[src/rtl/multdiv_pkg.sv]
// Shared types for the iterative multiply/divide engine.
package multdiv_pkg;

  typedef enum logic [1:0] {
    IDLE = 2'd0,
    CALC = 2'd1,
    FIX  = 2'd2,
    DONE = 2'd3
  } state_e;

  localparam logic OP_MULT = 1'b0;
  localparam logic OP_DIV  = 1'b1;

endpackage

[src/rtl/multdiv_seq_if.sv]
// Request/result bundle between the control FSM (master) and the multdiv engine (slave).
interface multdiv_seq_if #(
  parameter int WIDTH = 32
);
  logic             start;
  logic             op;
  logic             signed_op;
  logic [WIDTH-1:0] a;
  logic [WIDTH-1:0] b;
  logic             abort;
  logic             busy;
  logic             done;
  logic             div_zero;
  logic [WIDTH-1:0] hi;
  logic [WIDTH-1:0] lo;

  modport master (
    output start, op, signed_op, a, b, abort,
    input  busy, done, div_zero, hi, lo
  );

  modport slave (
    input  start, op, signed_op, a, b, abort,
    output busy, done, div_zero, hi, lo
  );
endinterface

[src/rtl/multdiv_step.sv]
// One radix-2 iteration on magnitudes. Accumulator layout: mult {partial(W+1), multiplier(W)},
// div {remainder(W+1), dividend/quotient(W)}.
module multdiv_step
  import multdiv_pkg::*;
#(
  parameter int WIDTH = 32
) (
  input  logic             i_op,
  input  logic [WIDTH:0]   i_m,
  input  logic [2*WIDTH:0] i_acc,
  output logic [2*WIDTH:0] o_acc
);

  logic [WIDTH:0] w_sum;
  logic [WIDTH:0] w_upper;
  logic [WIDTH:0] w_trial;
  logic [WIDTH:0] w_diff;
  logic           w_ge;

  assign w_sum   = i_acc[2*WIDTH:WIDTH] + i_m;
  assign w_upper = i_acc[0] ? w_sum : i_acc[2*WIDTH:WIDTH];
  assign w_trial = i_acc[2*WIDTH-1:WIDTH-1];
  assign w_diff  = w_trial - i_m;
  assign w_ge    = (w_trial >= i_m);

  always_comb begin
    o_acc = i_acc;
    if (i_op == OP_MULT) begin
      o_acc = {1'b0, w_upper, i_acc[WIDTH-1:1]};
    end else if (w_ge) begin
      o_acc = {w_diff, i_acc[WIDTH-2:0], 1'b1};
    end else begin
      o_acc = {w_trial, i_acc[WIDTH-2:0], 1'b0};
    end
  end

endmodule

[src/rtl/multdiv_seq.sv]
// Shared iterative multiply/divide engine with HI/LO result registers.
// IDLE: wait start | CALC: retire bits | FIX: sign fix, write hi/lo | DONE: done pulse
module multdiv_seq
  import multdiv_pkg::*;
#(
  parameter int WIDTH          = 32,
  parameter int BITS_PER_CYCLE = 1
) (
  input  logic        i_clk,
  input  logic        i_reset,
  multdiv_seq_if.slave bus
);

  localparam int N  = WIDTH / BITS_PER_CYCLE;
  localparam int CW = (N > 1) ? $clog2(N) : 1;
  localparam logic [CW-1:0] CNT_LOAD = CW'(N - 1);

  state_e           r_state;
  logic [CW-1:0]    r_cnt;
  logic             r_op;
  logic             r_neg_q;
  logic             r_neg_r;
  logic [WIDTH:0]   r_m;
  logic [2*WIDTH:0] r_acc;
  logic             r_busy;
  logic             r_done;
  logic             r_div_zero;
  logic [WIDTH-1:0] r_hi;
  logic [WIDTH-1:0] r_lo;

  logic             w_sa;
  logic             w_sb;
  logic [WIDTH:0]   w_mag_a;
  logic [WIDTH:0]   w_mag_b;
  logic             w_zero_div;
  logic [2*WIDTH-1:0] w_prod;
  logic [WIDTH-1:0] w_quo;
  logic [WIDTH-1:0] w_rem;
  logic [2*WIDTH:0] w_chain [0:BITS_PER_CYCLE];

  // Magnitudes carry one extra bit so |MIN| is representable.
  assign w_sa       = bus.signed_op & bus.a[WIDTH-1];
  assign w_sb       = bus.signed_op & bus.b[WIDTH-1];
  assign w_mag_a    = w_sa ? -{1'b1, bus.a} : {1'b0, bus.a};
  assign w_mag_b    = w_sb ? -{1'b1, bus.b} : {1'b0, bus.b};
  assign w_zero_div = (bus.op == OP_DIV) && (bus.b == '0);

  assign w_prod = r_neg_q ? -r_acc[2*WIDTH-1:0] : r_acc[2*WIDTH-1:0];
  assign w_quo  = r_neg_q ? -r_acc[WIDTH-1:0] : r_acc[WIDTH-1:0];
  assign w_rem  = r_neg_r ? -r_acc[2*WIDTH-1:WIDTH] : r_acc[2*WIDTH-1:WIDTH];

  assign w_chain[0] = r_acc;
  for (genvar g = 0; g < BITS_PER_CYCLE; g++) begin : g_step
    multdiv_step #(.WIDTH(WIDTH)) u_step (
      .i_op  (r_op),
      .i_m   (r_m),
      .i_acc (w_chain[g]),
      .o_acc (w_chain[g+1])
    );
  end

  always_ff @(posedge i_clk) begin
    if (i_reset) begin
      r_state    <= IDLE;
      r_cnt      <= '0;
      r_op       <= OP_MULT;
      r_neg_q    <= 1'b0;
      r_neg_r    <= 1'b0;
      r_m        <= '0;
      r_acc      <= '0;
      r_busy     <= 1'b0;
      r_done     <= 1'b0;
      r_div_zero <= 1'b0;
      r_hi       <= '0;
      r_lo       <= '0;
    end else begin
      r_done <= 1'b0;
      case (r_state)
        IDLE, DONE: begin
          r_state    <= IDLE;
          r_busy     <= 1'b0;
          r_div_zero <= 1'b0;
          if (bus.start) begin
            r_op    <= bus.op;
            r_neg_q <= w_sa ^ w_sb;
            r_neg_r <= w_sa;
            r_m     <= (bus.op == OP_DIV) ? w_mag_b : w_mag_a;
            r_acc   <= {{(WIDTH+1){1'b0}},
                        (bus.op == OP_DIV) ? w_mag_a[WIDTH-1:0] : w_mag_b[WIDTH-1:0]};
            if (w_zero_div) begin
              r_state    <= DONE;
              r_done     <= 1'b1;
              r_div_zero <= 1'b1;
            end else begin
              r_state <= CALC;
              r_busy  <= 1'b1;
              r_cnt   <= CNT_LOAD;
            end
          end
        end
        CALC: begin
          if (bus.abort) begin
            r_state <= IDLE;
            r_busy  <= 1'b0;
          end else begin
            r_acc <= w_chain[BITS_PER_CYCLE];
            if (r_cnt == '0) begin
              r_state <= FIX;
            end else begin
              r_cnt <= r_cnt - 1'b1;
            end
          end
        end
        FIX: begin
          r_busy <= 1'b0;
          if (bus.abort) begin
            r_state <= IDLE;
          end else begin
            r_state <= DONE;
            r_done  <= 1'b1;
            if (r_op == OP_MULT) begin
              r_hi <= w_prod[2*WIDTH-1:WIDTH];
              r_lo <= w_prod[WIDTH-1:0];
            end else begin
              r_hi <= w_rem;
              r_lo <= w_quo;
            end
          end
        end
        default: r_state <= IDLE;
      endcase
    end
  end

  assign bus.busy     = r_busy;
  assign bus.done     = r_done;
  assign bus.div_zero = r_div_zero;
  assign bus.hi       = r_hi;
  assign bus.lo       = r_lo;

endmodule

[src/flat_wrapper.sv]
// flat-port wrapper written by rule: the top's interface ports become plain ports
module multdiv_seq_flat import multdiv_pkg::*;
#(
  parameter int WIDTH          = 32,
  parameter int BITS_PER_CYCLE = 1
)
  (i_clk, i_reset, bus_start, bus_op, bus_signed_op, bus_a, bus_b, bus_abort, bus_busy, bus_done, bus_div_zero, bus_hi, bus_lo);
  multdiv_seq_if #(.WIDTH(WIDTH)) bus_i ();
  input  logic i_clk;
  input  logic i_reset;
  input wire logic [$bits(bus_i.start)-1:0] bus_start;
  input wire logic [$bits(bus_i.op)-1:0] bus_op;
  input wire logic [$bits(bus_i.signed_op)-1:0] bus_signed_op;
  input wire logic [$bits(bus_i.a)-1:0] bus_a;
  input wire logic [$bits(bus_i.b)-1:0] bus_b;
  input wire logic [$bits(bus_i.abort)-1:0] bus_abort;
  output wire logic [$bits(bus_i.busy)-1:0] bus_busy;
  output wire logic [$bits(bus_i.done)-1:0] bus_done;
  output wire logic [$bits(bus_i.div_zero)-1:0] bus_div_zero;
  output wire logic [$bits(bus_i.hi)-1:0] bus_hi;
  output wire logic [$bits(bus_i.lo)-1:0] bus_lo;
  assign bus_i.start = bus_start;
  assign bus_i.op = bus_op;
  assign bus_i.signed_op = bus_signed_op;
  assign bus_i.a = bus_a;
  assign bus_i.b = bus_b;
  assign bus_i.abort = bus_abort;
  assign bus_busy = bus_i.busy;
  assign bus_done = bus_i.done;
  assign bus_div_zero = bus_i.div_zero;
  assign bus_hi = bus_i.hi;
  assign bus_lo = bus_i.lo;
  multdiv_seq #(.WIDTH(WIDTH), .BITS_PER_CYCLE(BITS_PER_CYCLE)) u_core (.i_clk(i_clk), .i_reset(i_reset), .bus(bus_i));
endmodule
[config.mk]
export PLATFORM = sky130hd
export DESIGN_NAME = multdiv_seq_flat
export DESIGN_NICKNAME = d
export VERILOG_FILES = /design/src/rtl/multdiv_pkg.sv /design/src/rtl/multdiv_seq_if.sv /design/src/rtl/multdiv_step.sv /design/src/rtl/multdiv_seq.sv /design/src/flat_wrapper.sv
export SDC_FILE = /design/constraint.sdc
export NUM_CORES = 1
export LEC_CHECK = 0
export CAP_MARGIN = 20
export CORE_ASPECT_RATIO = 0.75
export CORE_UTILIZATION = 25
export CTS_CLUSTER_SIZE = 28
export DETAILED_ROUTE_END_ITERATION = 10
export GPL_TIMING_DRIVEN = 0
export PLACE_DENSITY = 0.52
export SLEW_MARGIN = 20
export SYNTH_ARGS = -nofsm -noshare
export SYNTH_HDL_FRONTEND = slang
export SYNTH_SLANG_ARGS = --single-unit
[constraint.sdc]
create_clock -name i_clk -period 4.6 [get_ports i_clk]
set_input_delay 1.38 -clock i_clk [delete_from_list [all_inputs] [get_ports i_clk]]
set_output_delay 1.38 -clock i_clk [all_outputs]
set_load 0.1 [all_outputs]
==> results of run 1 <==
==> state kept, by name, indices dropped and copies added (netlist names) <==
name                 cells
u_core.bus.busy          1
u_core.bus.div_zero      1
u_core.bus.done          1
u_core.bus.hi           32
u_core.bus.lo           32
u_core.r_acc            65
u_core.r_cnt             5
u_core.r_m              33
u_core.r_neg_q           1
u_core.r_neg_r           1
u_core.r_op              1
u_core.r_state           2
==> stage by stage <==
step,setup WS (ns),setup TNS (ns)
2_1_floorplan,0.480,0
3_3_place_gp,-1.04,-23.30
3_5_place_dp,-1.07,-23.63
4_1_cts,0.0462,0
5_1_grt,-0.0300,-0.0300
6_report,0.0740,0
==> critical path, cell delays in order <==
cell,delay [ns]
sky130_fd_sc_hd__clkdlybuf4s50_1,0.49
sky130_fd_sc_hd__or4_1,0.64
sky130_fd_sc_hd__nor4_2,0.55
sky130_fd_sc_hd__and3_1,0.36
sky130_fd_sc_hd__nand2_1,0.14
sky130_fd_sc_hd__o31ai_1,0.30
sky130_fd_sc_hd__xnor2_1,0.26
sky130_fd_sc_hd__a222oi_1,0.41
sky130_fd_sc_hd__nor2_1,0.11
sky130_fd_sc_hd__a21oi_1,0.16
sky130_fd_sc_hd__nor2_1,0.05
==> layout by cell type, fill, tap and decap left out, drive strengths merged, types with 24 or more instances in the layout <==
cell type	synthesis	routed
a211oi	127	127
a21o	27	27
a21oi	194	194
a31oi	27	27
clkbuf	120	138
clkdlybuf4s50	0	135
dfxtp	175	175
ha	73	73
inv	76	84
mux2	27	27
mux2i	24	24
nand2	194	194
nand3	29	29
nor2	229	229
nor3	44	44
o21ai	117	117
o31ai	24	24
xnor2	78	78
xor2	93	93
==> repair_timing <==
action | in CTS | in global routing
setup endpoints to repair | 31 | 33
hold buffers | 0 | 0
gates resized for setup | 8 | 11
gates cloned | 0 | 0
pin swaps | 0 | 0
==> cell families (layout without fill, tap and decap cells) <==
group,count (synthesis),count (layout)
other,0,1
buffers and inverters,212,378
XOR/XNOR,171,171
flip-flops,175,175
AND/OR/NAND/NOR,650,650
AO/OA/AOI/OAI,645,645
multiplexers,51,51
adder cells (fa/ha/maj),75,75
==> layer usage <==
layer	vias up	GRT usage [%]	wire [um]
met2	736	29.3	24800
met5	-	0	0
met4	0	3.50	680
met1	7543	32.6	31200
met3	45	3.84	5640
li1	7482	-	-
==> how the worst max path moves through the flow <==
stage          startpoint          endpoint  slack, ns
6_report         bus_a[3]  u_core.r_acc[26]       0.07
5_1_grt          bus_a[3]  u_core.r_acc[26]      -0.03
4_1_cts          bus_b[0]  u_core.r_acc[30]       0.05
3_5_place_dp     bus_b[0]  u_core.r_acc[22]      -1.07
3_3_place_gp     bus_b[0]  u_core.r_acc[22]      -1.04
2_1_floorplan   bus_b[21]   u_core.r_cnt[0]       0.48
==> power groups by stage <==
| stage | logic [uW] | registers [uW] | clock network [uW] |
|---|---|---|---|
| after CTS | 1550 | 1730 | 1550 |
| after global routing | 1720 | 1740 | 1610 |
| after floorplan | 994 | 1740 | 0 |
| after detailed placement | 1540 | 1760 | 0 |
| final | 1590 | 1730 | 1540 |
| after global placement | 1520 | 1760 | 0 |
==> cell type report <==
| class | count | share of cell area (%) |
|---|---|---|
| inverter | 78 | 1.67 |
| sequential | 175 | 20.0 |
| clock inverter | 13 | 0.822 |
| clock buffer | 19 | 2.53 |
| multi-input combinational | 1592 | 58.8 |
| timing repair buffer | 135 | 7.72 |
| tap | 780 | 5.57 |
| antenna | 1 | 0.0143 |
| buffer | 133 | 2.89 |
==> flow_metrics.py, run 1 <==
metrics = {
    "outcome": {
        "outcome": "finished clean",
    },
    "power": {
        "cellInternalPower_uw": 2930,
        "powerDensity_mw_per_mm2": 277,
        "power.share.clock_pct": 31.6,
        "power.ir.vdd_worst_mv": 0.303,
        "netSwitchingPower_uw": 1920,
        "combPwrFrac_pct": 32.7,
        "switching_share_pct": 39.5,
        "power_frac_seq_pct": 35.7,
        "p_leak_uw": 0.00634,
        "totalPowerFinal_uw": 4850,
    },
    "final_layout": {
        "final_cell_area_mm2": 0.0175,
        "multi_input_area_mm2": 0.0103,
        "final-instance-count-excl-fill": 2926,
        "fillerInstances": 6198,
        "areaGrowthSynthToFinish_pct": 20.7,
        "nNetsFinal": 2277,
        "final_core_utilization_pct": 30.5,
        "post_route_cells_drive_above_1_share_pct": 4.38,
        "seq_area_mm2": 0.00350,
    },
    "grt": {
        "antenna_found_initial": 0,
        "gr-usage-all-layers_pct": 20.9,
        "first_global_vias": 14400,
        "grt_remaining_overflow": 0,
        "global_route_wire_length_before_repair_um": 93600,
        "grt_start_max_net_pins": 18,
    },
    "drt": {
        "routed_length_per_instance_um": 21.3,
        "totalWireLength_um": 62300,
        "via_per_inst": 5.40,
        "vias": 15800,
        "dr.pass1.iters": 5,
        "drtIter0Drc": 1680,
        "final_antenna_net_count": 0,
        "detail_route.drc_violations": 0,
    },
    "sta": {
        "fmax_ghz": 0.221,
        "worstMarginPinSlew_ns": 1.00,
        "clock-skew-final_ns": 0.0113,
        "period_needed_ns": 4.53,
        "fin_hold_ws_ns": 0.451,
        "drv_slew": 0,
        "hold_viol_final": 0,
        "grt_setup_unrepaired": "yes",
        "relSlewSlack_pct": 32.9,
        "setup_viol": 0,
        "finalCritPeriodShare_pct": 98.4,
    },
    "clock_tree": {
        "ctsHtreeMaxLevel": 4,
        "cts_setup_buffers": 0,
        "clk_pin_slew_ns": 0.08,
        "clockRootBuffer": "sky130_fd_sc_hd__clkbuf_16",
        "tritoncts_num_sinks": 175,
        "worstSkewPairLatency_ns": 0.47,
        "cts_tree": "done",
        "cts_inserted_buffers": 17,
        "max-clock-path-buffers": 2,
    },
    "logic_synthesis": {
        "postSynth.topFlopCell": "sky130_fd_sc_hd__dfxtp_1",
        "mappedNetlistArea_mm2": 0.0145,
        "yosysUniqueCellTypes": 78,
        "synthSimpleGateAreaFrac_pct": 21.0,
        "yosysMostFrequentCell": "sky130_fd_sc_hd__nor2_1",
        "synth-seq-area-share_pct": 24.2,
        "postSynth.asyncResetShare_pct": 0,
        "synth_fp_nets": 2124,
        "avgSynthCellArea_um2": 7.33,
        "dominant_cell_type_by_area_after_synthesis": "sky130_fd_sc_hd__dfxtp_1",
        "adder_cell_share_of_the_synthesized_area_pct": 6.57,
        "postSynthRegisterBits": 175,
        "synth_top_cell_area_share_pct": 24.2,
        "yosys_warnings": 0,
        "synth_edf_count": 0,
        "synth-compound-area-share_pct": 28.7,
        "post_synth_main_area_contributors": "sky130_fd_sc_hd__dfxtp_1 24%, sky130_fd_sc_hd__a21oi_1 6.7%, sky130_fd_sc_hd__a211oi_1 6.6%",
        "post_synthesis_cell_count": 1979,
        "synth.area.mux_share_pct": 3.75,
        "yosys.area_share.xor_xnor_pct": 10.3,
        "synth.top_cells.by_count": "228 x sky130_fd_sc_hd__nor2_1, 194 x sky130_fd_sc_hd__nand2_1, 193 x sky130_fd_sc_hd__a21oi_1, 175 x sky130_fd_sc_hd__dfxtp_1, 127 x sky130_fd_sc_hd__a211oi_1",
        "combinational_family_with_the_most_area_after_synthesis": "compound AO/OA/AOI/OAI gates",
    },
    "flow_run": {
        "timing.max_cap.violations": 0,
    },
    "placement": {
        "gpl.final_weighted_congestion": 0.955,
        "dpl_cell_area_mm2": 0.0168,
        "portBuffers": 135,
        "post-place-cells": 2894,
        "hpwlAfterDp_um": 50800,
    },
    "setup_path": {
        "r2r_setup_slack_ns": 0.30,
        "crit-reg2reg-capture": "u_core.r_acc[52]",
        "worst_r2r_startpoint": "u_core.r_acc[41]",
        "cp_launch_type": "input pin",
        "critPathMaxFanout": 5,
        "worst-r2r-cell-count": 13,
        "arrival_ns": 4.87,
        "timing.critical_path.required_ns": 4.94,
        "critPathCaptureType": "flip-flop",
        "timing.setup.critical_path_class": "in2reg",
    },
    "die": {
        "floorplan.die_area_mm2": 0.0590,
        "core_area_mm2": 0.0573,
        "floorplan.initialDensity_pct": 25.3,
        "placementRows": 76,
        "horizontal_die_dimension_um": 280,
        "die_h_um": 211,
        "boundaryPins": 137,
    },
    "worst_hold_path": {
        "worst_hold_path.num_cells": 2,
        "hold_path_startpoint": "u_core.bus.hi[4]",
        "timing.hold.worst_endpoint": "u_core.bus.hi[4]",
        "hold_class": "reg2reg",
    },
}
Note: power is estimated with default switching activity, not from simulation.
==> run 2: changes to the inputs <==
- CAP_MARGIN: 20 -> default
==> results of run 2 <==
No change in the layout: final DEF, timing and power equal those of run 1.
==> run 3: changes to the inputs <==
- CTS_CLUSTER_SIZE: 28 -> default
- PLACE_DENSITY: 0.52 -> 0.44
==> run 3 against run 2 <==
Fmax rose by 1.3%. Core utilization did not move. Sequential share of layout area about the same. Critical path type unchanged. Largest cell class unchanged.
==> flow_metrics.py, run 3 (synthesis results as in run 1) <==
metrics = {
    "setup_path": {
        "crit_slowest_cell": "sky130_fd_sc_hd__or4_1",
        "worstPathCellList": "clkdlybuf4s50_1, or4_1, nor4b_4, and2_1, nand3_1, o41ai_1, xor2_1, a21oi_1, o211ai_1, a21oi_1",
        "cp_num_buf_inv": 1,
        "critPathCaptureType": "flip-flop",
        "timing.setup.critical_path_class": "in2reg",
        "critPathMaxFanout": 5,
        "worst_path_most_repeated_cell": "sky130_fd_sc_hd__a21oi_1",
        "arrival_ns": 4.87,
        "cp_slowest_stage_delay_ns": 0.65,
        "timing.critical_path.required_ns": 5.00,
        "cp_launch_type": "input pin",
        "crit_family": "simple AND/OR/NAND/NOR gates",
    },
    "power": {
        "p_leak_uw": 0.00633,
        "powerDensity_mw_per_mm2": 276,
        "power.ir.vdd_worst_mv": 0.296,
    },
    "drt": {
        "detail_route.drc_violations": 0,
        "final_antenna_net_count": 0,
        "routed_length_per_instance_um": 21.8,
        "via_per_inst": 5.34,
        "drtIter0Drc": 1548,
        "vias": 15600,
        "totalWireLength_um": 63900,
        "dr.pass1.iters": 6,
    },
    "die": {
        "horizontal_die_dimension_um": 280,
        "die_h_um": 211,
        "placementRows": 76,
        "boundaryPins": 137,
        "floorplan.initialDensity_pct": 25.3,
        "floorplan.die_area_mm2": 0.0590,
        "core_area_mm2": 0.0573,
    },
    "clock_tree": {
        "cts-hold-fix-buffers": 0,
        "ctsHtreeMaxLevel": 4,
        "tritoncts_num_sinks": 175,
        "max-clock-path-buffers": 2,
        "cts_tree": "done",
        "cts_inserted_buffers": 17,
        "clk_pin_slew_ns": 0.09,
        "worstSkewPairLatency_ns": 0.47,
        "clockRootBuffer": "sky130_fd_sc_hd__clkbuf_16",
    },
    "worst_hold_path": {
        "hold_class": "reg2reg",
    },
    "grt": {
        "grt_remaining_overflow": 0,
        "first_global_vias": 14200,
        "gr-usage-all-layers_pct": 21.3,
        "grt_start_max_net_pins": 18,
        "antenna_found_initial": 0,
        "global_route_wire_length_before_repair_um": 93600,
    },
    "final_layout": {
        "fillerInstances": 6234,
        "nNetsFinal": 2278,
        "areaGrowthSynthToFinish_pct": 20.7,
        "most-common-layout-cells": "228 x sky130_fd_sc_hd__nor2_1, 194 x sky130_fd_sc_hd__nand2_1, 193 x sky130_fd_sc_hd__a21oi_1, 174 x sky130_fd_sc_hd__dfxtp_1, 135 x sky130_fd_sc_hd__clkdlybuf4s50_1",
        "registers.top_by_ff_count": "u_core.r_acc",
        "largest_registers_ranked_by_flip_flop_count": "u_core.r_acc: 65 flops, u_core.r_m: 33 flops",
        "final_common_cell": "sky130_fd_sc_hd__nor2_1",
        "max_reg_flops": 65,
        "post_route_cells_drive_above_1_share_pct": 4.43,
    },
    "placement": {
        "gpl.final_weighted_congestion": 0.930,
        "portBuffers": 135,
        "placement.setup.worst_slack_ns": -1.11,
        "hpwlAfterDp_um": 52300,
    },
    "sta": {
        "period_needed_ns": 4.47,
        "clock-skew-final_ns": 0.0193,
        "hold_viol_final": 0,
        "setup_viol": 0,
        "worstMarginPinSlew_ns": 0.999,
        "setup_tns_ns": 0,
        "fin_ws_ns": 0.134,
        "grt_setup_unrepaired": "no",
        "fmax_ghz": 0.224,
        "finalCritPeriodShare_pct": 97.1,
        "relSlewSlack_pct": 33.2,
        "drv_slew": 0,
    },
    "flow_run": {
        "timing.max_cap.violations": 0,
    },
    "outcome": {
        "outcome": "finished clean",
    },
}
## run 3: final timing paths
path | start | to | slack [ns] | cells after the start
worst max-delay path | bus_a[3] | u_core.r_acc[27] | 0.13 | 10
worst min-delay path | u_core.bus.hi[13] | u_core.bus.hi[13] | 0.46 | 2
worst max register to register | u_core.r_acc[33] | u_core.r_acc[63] | 0.22 | 13
worst min register to register | u_core.bus.hi[13] | u_core.bus.hi[13] | 0.46 | 2
## run 3: tightest hold or removal path: stages (launching register included)
cell	delay [ns]
sky130_fd_sc_hd__dfxtp_1	0.31
sky130_fd_sc_hd__nand2_1	0.05
sky130_fd_sc_hd__a21oi_1	0.05
## run 3: repair_timing
item	4_1_cts	5_1_grt
hold endpoints to repair	0	0
pin swaps	0	1
endpoints found under the setup margin	35	33
buffers inserted	0	1
resized for setup	9	10
gates cloned	0	0
## run 3: cell type report
cell class / count / area, um^2 / area share (%)
clock inverters: 13 / 143 / 0.815
flip-flops and latches: 175 / 3500 / 20.0
plain buffers: 133 / 508 / 2.90
well taps: 780 / 976 / 5.57
inverters: 78 / 293 / 1.67
multi-input cells: 1592 / 10300 / 58.8
clock buffers: 19 / 433 / 2.47
diodes: 1 / 2.50 / 0.0143
repair buffers: 136 / 1360 / 7.76
## run 3: power breakdown
group          internal, uW  switching, uW  total [uW]
registers              1600            134        1730
clock network           769            740        1510
logic                   551           1040        1600
total                  2920           1920        4840
## run 3: stage by stage
step / std cells / utilization [%] / hold WS (ns) / power (uW) / instance area, um^2
after global routing: 2926 / 30.5 / 0.480 / 5050 / 17500
after detailed placement: 2894 / 29.4 / 0.449 / 3310 / 16800
after CTS: 2926 / 30.4 / 0.460 / 4820 / 17500
final: 2927 / 30.5 / 0.456 / 4840 / 17500
after floorplan: 1979 / - / 0.449 / 2730 / 14500
after global placement: 2894 / 29.4 / 0.444 / 3300 / 16800
## run 3: per-layer routing
layer	wire length (um)	global-route usage [%]	vias up
met4	545	3.37	0
li1	-	-	7496
met3	4920	3.38	34
met2	24700	29.2	597
met5	0	0	-
met1	33700	34.3	7491
